$ cat config.mk
export PLATFORM = sky130hd
export DESIGN_NAME = serial_subtractor
export DESIGN_NICKNAME = d
export VERILOG_FILES = /design/src/rtl/serial_subtractor.sv
export SDC_FILE = /design/constraint.sdc
export NUM_CORES = 1
export LEC_CHECK = 0
export CELL_PAD_IN_SITES_DETAIL_PLACEMENT = 1
export CELL_PAD_IN_SITES_GLOBAL_PLACEMENT = 2
export CORE_MARGIN = 3
export CORE_UTILIZATION = 36
export DETAILED_ROUTE_END_ITERATION = 10
export PLACE_DENSITY = 0.88
export SYNTH_ARGS = -nofsm -noshare
export SYNTH_HDL_FRONTEND = slang
export SYNTH_SLANG_ARGS = --single-unit
$ cat constraint.sdc
create_clock -name clk -period 3.9 [get_ports clk]
set_input_delay 0.78 -clock clk [delete_from_list [all_inputs] [get_ports clk]]
set_output_delay 0.78 -clock clk [all_outputs]
set_load 0.005 [all_outputs]
$ cat src/rtl/serial_subtractor.sv
// Bit-serial LSB-first subtractor: diff = a - b over WIDTH clocks, start/done handshake.
// Each bit is formed by two cascaded half-subtractors feeding a registered borrow.
module serial_subtractor #(
    parameter int WIDTH = 8
) (
    input  logic             clk,
    input  logic             rst,
    input  logic             start,
    input  logic [WIDTH-1:0] a,
    input  logic [WIDTH-1:0] b,
    output logic             busy,
    output logic             done,
    output logic [WIDTH-1:0] diff,
    output logic             borrow
);

    localparam int CW = $clog2(WIDTH) + 1;
    localparam logic [CW-1:0] LAST_CNT = CW'(WIDTH - 1);

    typedef enum logic [1:0] {
        IDLE = 2'd0,
        RUN  = 2'd1,
        DONE = 2'd2
    } state_t;

    // Returns {borrow_out, difference} of x - y.
    function automatic logic [1:0] half_sub(input logic x, input logic y);
        return {(~x) & y, x ^ y};
    endfunction

    function automatic logic [1:0] full_sub(input logic x, input logic y, input logic bin);
        logic [1:0] h1;
        logic [1:0] h2;
        h1 = half_sub(x, y);
        h2 = half_sub(h1[0], bin);
        return {h1[1] | h2[1], h2[0]};
    endfunction

    state_t           state_r;
    state_t           state_nxt_s;
    logic             busy_r;
    logic             done_r;
    logic             busy_nxt_s;
    logic             done_nxt_s;
    logic [WIDTH-1:0] sa_r;
    logic [WIDTH-1:0] sb_r;
    logic [WIDTH-1:0] dsh_r;
    logic [WIDTH-1:0] diff_r;
    logic             borrow_r;
    logic             br_r;
    logic [CW-1:0]    cnt_r;
    logic             accept_s;
    logic             last_s;
    logic [1:0]       bit_s;

    // Handshake decode: start is honoured only outside RUN; last marks the final bit edge.
    always_comb begin
        accept_s = 1'b0;
        last_s   = 1'b0;
        bit_s    = full_sub(sa_r[0], sb_r[0], br_r);
        if ((state_r == IDLE) || (state_r == DONE)) begin
            accept_s = start;
        end else begin
            accept_s = 1'b0;
        end
        if ((state_r == RUN) && (cnt_r == LAST_CNT)) begin
            last_s = 1'b1;
        end else begin
            last_s = 1'b0;
        end
    end

    // State register with registered busy/done flags.
    always_ff @(posedge clk or posedge rst) begin
        if (rst) begin
            state_r <= IDLE;
            busy_r  <= 1'b0;
            done_r  <= 1'b0;
        end else begin
            state_r <= state_nxt_s;
            busy_r  <= busy_nxt_s;
            done_r  <= done_nxt_s;
        end
    end

    // Next-state logic.
    always_comb begin
        state_nxt_s = state_r;
        case (state_r)
            IDLE: begin
                if (start) state_nxt_s = RUN;
                else       state_nxt_s = IDLE;
            end
            RUN: begin
                if (last_s) state_nxt_s = DONE;
                else        state_nxt_s = RUN;
            end
            DONE: begin
                if (start) state_nxt_s = RUN;
                else       state_nxt_s = IDLE;
            end
            default: state_nxt_s = IDLE;
        endcase
    end

    // Output decode from the next state so the flags land in registers.
    always_comb begin
        busy_nxt_s = 1'b0;
        done_nxt_s = 1'b0;
        case (state_nxt_s)
            IDLE: begin
                busy_nxt_s = 1'b0;
                done_nxt_s = 1'b0;
            end
            RUN: begin
                busy_nxt_s = 1'b1;
                done_nxt_s = 1'b0;
            end
            DONE: begin
                busy_nxt_s = 1'b0;
                done_nxt_s = 1'b1;
            end
            default: begin
                busy_nxt_s = 1'b0;
                done_nxt_s = 1'b0;
            end
        endcase
    end

    // Operand shift registers, running borrow, partial-result shift register and bit counter.
    always_ff @(posedge clk or posedge rst) begin
        if (rst) begin
            sa_r  <= {WIDTH{1'b0}};
            sb_r  <= {WIDTH{1'b0}};
            dsh_r <= {WIDTH{1'b0}};
            br_r  <= 1'b0;
            cnt_r <= {CW{1'b0}};
        end else if (accept_s) begin
            sa_r  <= a;
            sb_r  <= b;
            dsh_r <= {WIDTH{1'b0}};
            br_r  <= 1'b0;
            cnt_r <= {CW{1'b0}};
        end else if (state_r == RUN) begin
            sa_r  <= {1'b0, sa_r[WIDTH-1:1]};
            sb_r  <= {1'b0, sb_r[WIDTH-1:1]};
            dsh_r <= {bit_s[0], dsh_r[WIDTH-1:1]};
            br_r  <= bit_s[1];
            cnt_r <= cnt_r + CW'(1);
        end else begin
            sa_r  <= sa_r;
            sb_r  <= sb_r;
            dsh_r <= dsh_r;
            br_r  <= br_r;
            cnt_r <= cnt_r;
        end
    end

    // Visible result: updated only on the final bit edge, otherwise held.
    always_ff @(posedge clk or posedge rst) begin
        if (rst) begin
            diff_r   <= {WIDTH{1'b0}};
            borrow_r <= 1'b0;
        end else if (last_s) begin
            diff_r   <= {bit_s[0], dsh_r[WIDTH-1:1]};
            borrow_r <= bit_s[1];
        end else begin
            diff_r   <= diff_r;
            borrow_r <= borrow_r;
        end
    end

    assign busy   = busy_r;
    assign done   = done_r;
    assign diff   = diff_r;
    assign borrow = borrow_r;

endmodule

== Word-level counts from Yosys, hierarchy flattened ==
Cells that the tools add are included.
Word-level totals
  register bits after elaboration: 42
  output and inout port bits: 11
  word-level logic and storage cells: 45
Cells by class
  add/sub/neg operators: 1
  eq/ne operators: 5
  muxes and demuxes: 17
  bitwise operators: 7
  reduce and logical (&&, ||, !) cells: 5
Operators by type and width (number)
  2-to-1 mux 8 bit: 6
  2-to-1 mux 4 bit: 2
  2-to-1 mux 1 bit: 7
  adder 4 x 1 -> 4 bit, second input constant: 1
  == test 2 x 1 -> 1 bit, second input constant: 2
  == test 2 bit, second input constant: 2
  == test 4 x 3 -> 1 bit, second input constant: 1
  case mux 2 bit (2 select lines): 1
  AND 1 bit: 2
  zero test 2 bit: 1
  2-to-1 mux 2 bit: 1
  inverter 1 bit: 2
  nonzero test 2 bit: 1
  OR reduction 2 bit: 1
  XOR 1 bit: 2
  logical AND 1 bit: 1
  logical OR 1 bit: 1
  bitwise OR 1 bit: 1

== Longest topological paths before layout ==
  word-level depth: 7
  mapped depth: 5
  depth with buffers taken out: 4

== Worst setup path before layout ==
OpenSTA, ideal clock, no wires.
  path type: input-to-reg
  from: input start
  to: register sa_r[0]
  library setup time: 0.124 ns
  arrival: 1.498 ns
  data required time: 3.776 ns
  path slack: 2.278 ns
  cell stages on the path: 5
  cells stage by stage: and2b_1 -> buf_2 -> buf_1 -> a22oi_1 -> nand2_1
Between the ends
  word-level cells in the longest chain between the ends: 2
  elaborated cells between the ends (all ways): 3
  classes of those cells: 2 x mux; 1 x reduce/logical
RTL lines
  start, declared: line 8  | input logic start,
  2-to-1 mux 1 bit *: line 61  | if ((state_r == IDLE) || (state_r == DONE)) begin
  2-to-1 mux 8 bit / nonzero test 2 bit (equally long branches)
  end signal, assigned: line 133  | sa_r <= {WIDTH{1'b0}};
  end signal, assigned: line 145  | sa_r <= {1'b0, sa_r[WIDTH-1:1]};
  end signal, assigned: line 151  | sa_r <= sa_r;
  end, declared: line 45  | logic [WIDTH-1:0] sa_r;
Every way passes the cells marked *; elsewhere a longest branch is shown, timed or not.
A chain may end at the register's enable or synchronous reset.

== Worst setup path after layout ==
  from: input start
  to: register dsh_r[7]
Between the ends
  word-level cells in the longest chain between the ends: 2
  elaborated cells between the ends (all ways): 3
  classes of those cells: 2 x mux; 1 x reduce/logical
RTL lines
  2-to-1 mux 1 bit *: line 61
  2-to-1 mux 8 bit / nonzero test 2 bit (equally long branches)
  end signal, assigned: line 135  | dsh_r <= {WIDTH{1'b0}};
  end signal, assigned: line 141  | dsh_r <= {WIDTH{1'b0}};
  end signal, assigned: line 147  | dsh_r <= {bit_s[0], dsh_r[WIDTH-1:1]};
  end, declared: line 47  | logic [WIDTH-1:0] dsh_r;
Marked as above.

==> results.sh <==
export IMPL_status="complete, no violations"
export IMPL_track_usage=0.139
export IMPL_root_buffer="clkbuf_8"
export IMPL_hold_violations=0
export IMPL_syn_to_final_growth_pct=23.7
export IMPL_drtPass1Iterations=4
export IMPL_postLayoutCellArea_um2=2060
export IMPL_design_die_area_um2=5490
export IMPL_finalCritPeriodShare=0.584
export IMPL_max_clock_freq_ghz=0.439
export IMPL_place_congestion=0.741
export IMPL_globalRouteOverflowTotal=0
export IMPL_io_pins=30
export IMPL_critPathTopFamily="simple AND/OR/NAND/NOR gates"
export IMPL_grt_antenna_before_repair=0
export IMPL_rows=24
export IMPL_clock_path_buffers=2
export IMPL_rr_startpoint="state_r[1]"
export IMPL_power_leakage_nw=0.950
export IMPL_synth_area_leaders="dfrtp_1, a22oi_1, mux2_2"
export IMPL_dr_wl_met3_um=142
export IMPL_cp_depth=4
export IMPL_critPathSlowestCell="and2b_1"
export IMPL_drive_gt1_frac=0.102
export IMPL_timing_hold_ws_ns=0.502
export IMPL_grt_pass1_wl_mm=5.81
export IMPL_reg2reg_depth=3
export IMPL_drc=0
export IMPL_diodes=0
export IMPL_syn_num_nets=159
export IMPL_setup_slack_ns=1.62
export IMPL_final_max_slew_violation_count=0
export IMPL_ys_seq_area_frac=0.615
export IMPL_yosys_warnings=0
export IMPL_end_kind="flip-flop"
export IMPL_critical_path_buf_inv_count=1
export IMPL_n_fill_cell=482
export IMPL_core_um2=4410
export IMPL_finalSetupViolCount=0
export IMPL_layout_common_cells="dfrtp_1, clkdlybuf4s50_1, nand2_1, a22oi_1, nand3_1"
export IMPL_clk_pin_slew_ns=0.07
export IMPL_stdcell_count=218
export IMPL_syn_inst=138
export IMPL_ys_ff_latch=41
export IMPL_hold_buffers=0
export IMPL_place_area_um2=1980
export IMPL_avgSynthCellArea_um2=12.1
export IMPL_ir_drop_mv=0.325
export IMPL_path_cells="clkdlybuf4s50_1, and2b_1, nor2_1, a22o_1"
export IMPL_crit_type="in -> reg"
export IMPL_power_total_mw=1.57
export IMPL_htreeDepth=2
export IMPL_hpwl_mm=2.46
export IMPL_final_common_cell="dfrtp_1"
export IMPL_critPathMaxFanout=19
export IMPL_cp_startpoint="start"
export IMPL_critPathLaunchType="input pin"
export IMPL_yosysUniqueCellTypes=27
export IMPL_required_ns=4.07
export IMPL_tightest_slew_ns=0.888
export IMPL_yosysTopAreaCell="dfrtp_1"
export IMPL_cts_made_buffers=5
export IMPL_grt_max_degree=42
export IMPL_setup_total_negative_slack_ns=0
export IMPL_synth_top_area_share=0.615
export IMPL_cts_tree="yes"
export IMPL_met2_length_mm=1.71
export IMPL_drtAntennaViolNets=0
export IMPL_via_per_inst=5.35
export IMPL_die_x_um=74.1
export IMPL_cts_sinks=41
export IMPL_cts_setup_buffers=0
export IMPL_post_place_cells=210
export IMPL_timing_rr_end="dsh_r[7]"
export IMPL_port_buffers=29
export IMPL_grt_pass1_vias=1231
export IMPL_finClkSkew_ns=0.00261
export IMPL_vias=1166
export IMPL_max_slew_margin=0.408
export IMPL_holdPathStages=2
export IMPL_nets=186
export IMPL_die_h_um=74.1
export IMPL_drt_iter0_drc=74
export IMPL_hold_path_class="reg -> reg"
export IMPL_post_cts_resized=0
export IMPL_synth_area_um2=1670
export IMPL_initial_core_util=0.378
export IMPL_wl_met1_mm=1.58
export IMPL_wl_per_cell_um=16.1
export IMPL_max_cap_violations=0
export IMPL_rsz0062_at_grt="no"
export IMPL_cp_arrival_ns=2.45
export IMPL_period_minus_slack_ns=2.28
export IMPL_worst_r2r_setup_slack_ns=1.95
export IMPL_max_stage_delay_ns=0.55
export IMPL_top_layer="met4"
export IMPL_wirelength_mm=3.52
export IMPL_final_util=0.468
export IMPL_power_density_nw_per_um2=761
export IMPL_worstSkewPairLatency_ns=0.29
export IMPL_crit_path_end="dsh_r[7]"
export IMPL_dp_slack_ns=1.33
[Yosys cell counts]
cell and number:
ha_1 1, mux2i_1 2, buf_2 4, xnor2_1 1, mux2_2 8, nor2_1 4, fa_1 1, nor3_4 1
nand3_1 12, nor3_1 2, nand3b_1 1, o21ai_0 1, dfrtp_1 41, and2b_1 2, nand2b_1 2, nand4_1 1
clkbuf_1 3, buf_6 1, xor2_1 1, nand2_1 18, a31oi_1 1, a22o_1 10, inv_1 4, o2bb2ai_1 1
a221o_1 1, buf_1 2, a22oi_1 12
[layout make-up]
cell class,count,area [um^2],area share
clock buffers,6,72.6,0.0352
flip-flops and latches,41,1030,0.497
inverters,4,15.0,0.00727
repair buffers,30,298,0.144
multi-input cells,83,578,0.280
clock inverters,2,10.0,0.00485
well taps,52,65.1,0.0315
[tightest hold or removal path, stage by stage (launching register included)]
cell     delay, ns
dfrtp_1       0.35
a22oi_1       0.07
nand2_1       0.06
[power by group]
part | leakage, nW | total [mW] | switching, mW | internal, mW
clock network | 0.0450 | 0.263 | 0.139 | 0.124
logic | 0.385 | 0.581 | 0.288 | 0.293
registers | 0.520 | 0.725 | 0.118 | 0.607
total | 0.950 | 1.57 | 0.545 | 1.02
[registers in the layout, indices dropped and copies added, names as in the netlist]
signal and count:
diff 8, sa_r 8, sb_r 8, dsh_r 7
cnt_r 4, state_r 2, borrow 1, br_r 1
busy 1, done 1
[worst min path at each step]
stage | start | endpoint | slack [ns]
3_3_place_gp | br_r | br_r | 0.47
3_5_place_dp | sa_r[2] | sa_r[1] | 0.49
6_report | sb_r[4] | sb_r[3] | 0.50
2_1_floorplan | br_r | br_r | 0.46
4_1_cts | sb_r[4] | sb_r[3] | 0.51
5_1_grt | sb_r[4] | sb_r[3] | 0.53
[per-layer routing]
| layer | vias up | track usage |
|---|---|---|
| met3 | 7 | 0.0378 |
| met5 | - | 0 |
| met2 | 26 | 0.219 |
| li1 | 539 | - |
| met4 | 0 | 0.0543 |
| met1 | 594 | 0.182 |
[kinds of logic (layout without fill, tap and decap cells)]
kind of cell | after synthesis | in the layout | synth area share
fa+ha+maj | 2 | 2 | 0.0195
mux | 10 | 10 | 0.0660
xor+xnor | 2 | 2 | 0.0105
buf+inv | 14 | 42 | 0.0390
simple gates | 43 | 43 | 0.126
flops | 41 | 41 | 0.615
compound gates | 26 | 26 | 0.124
No activity file was read; power rests on OpenSTA's default activity.
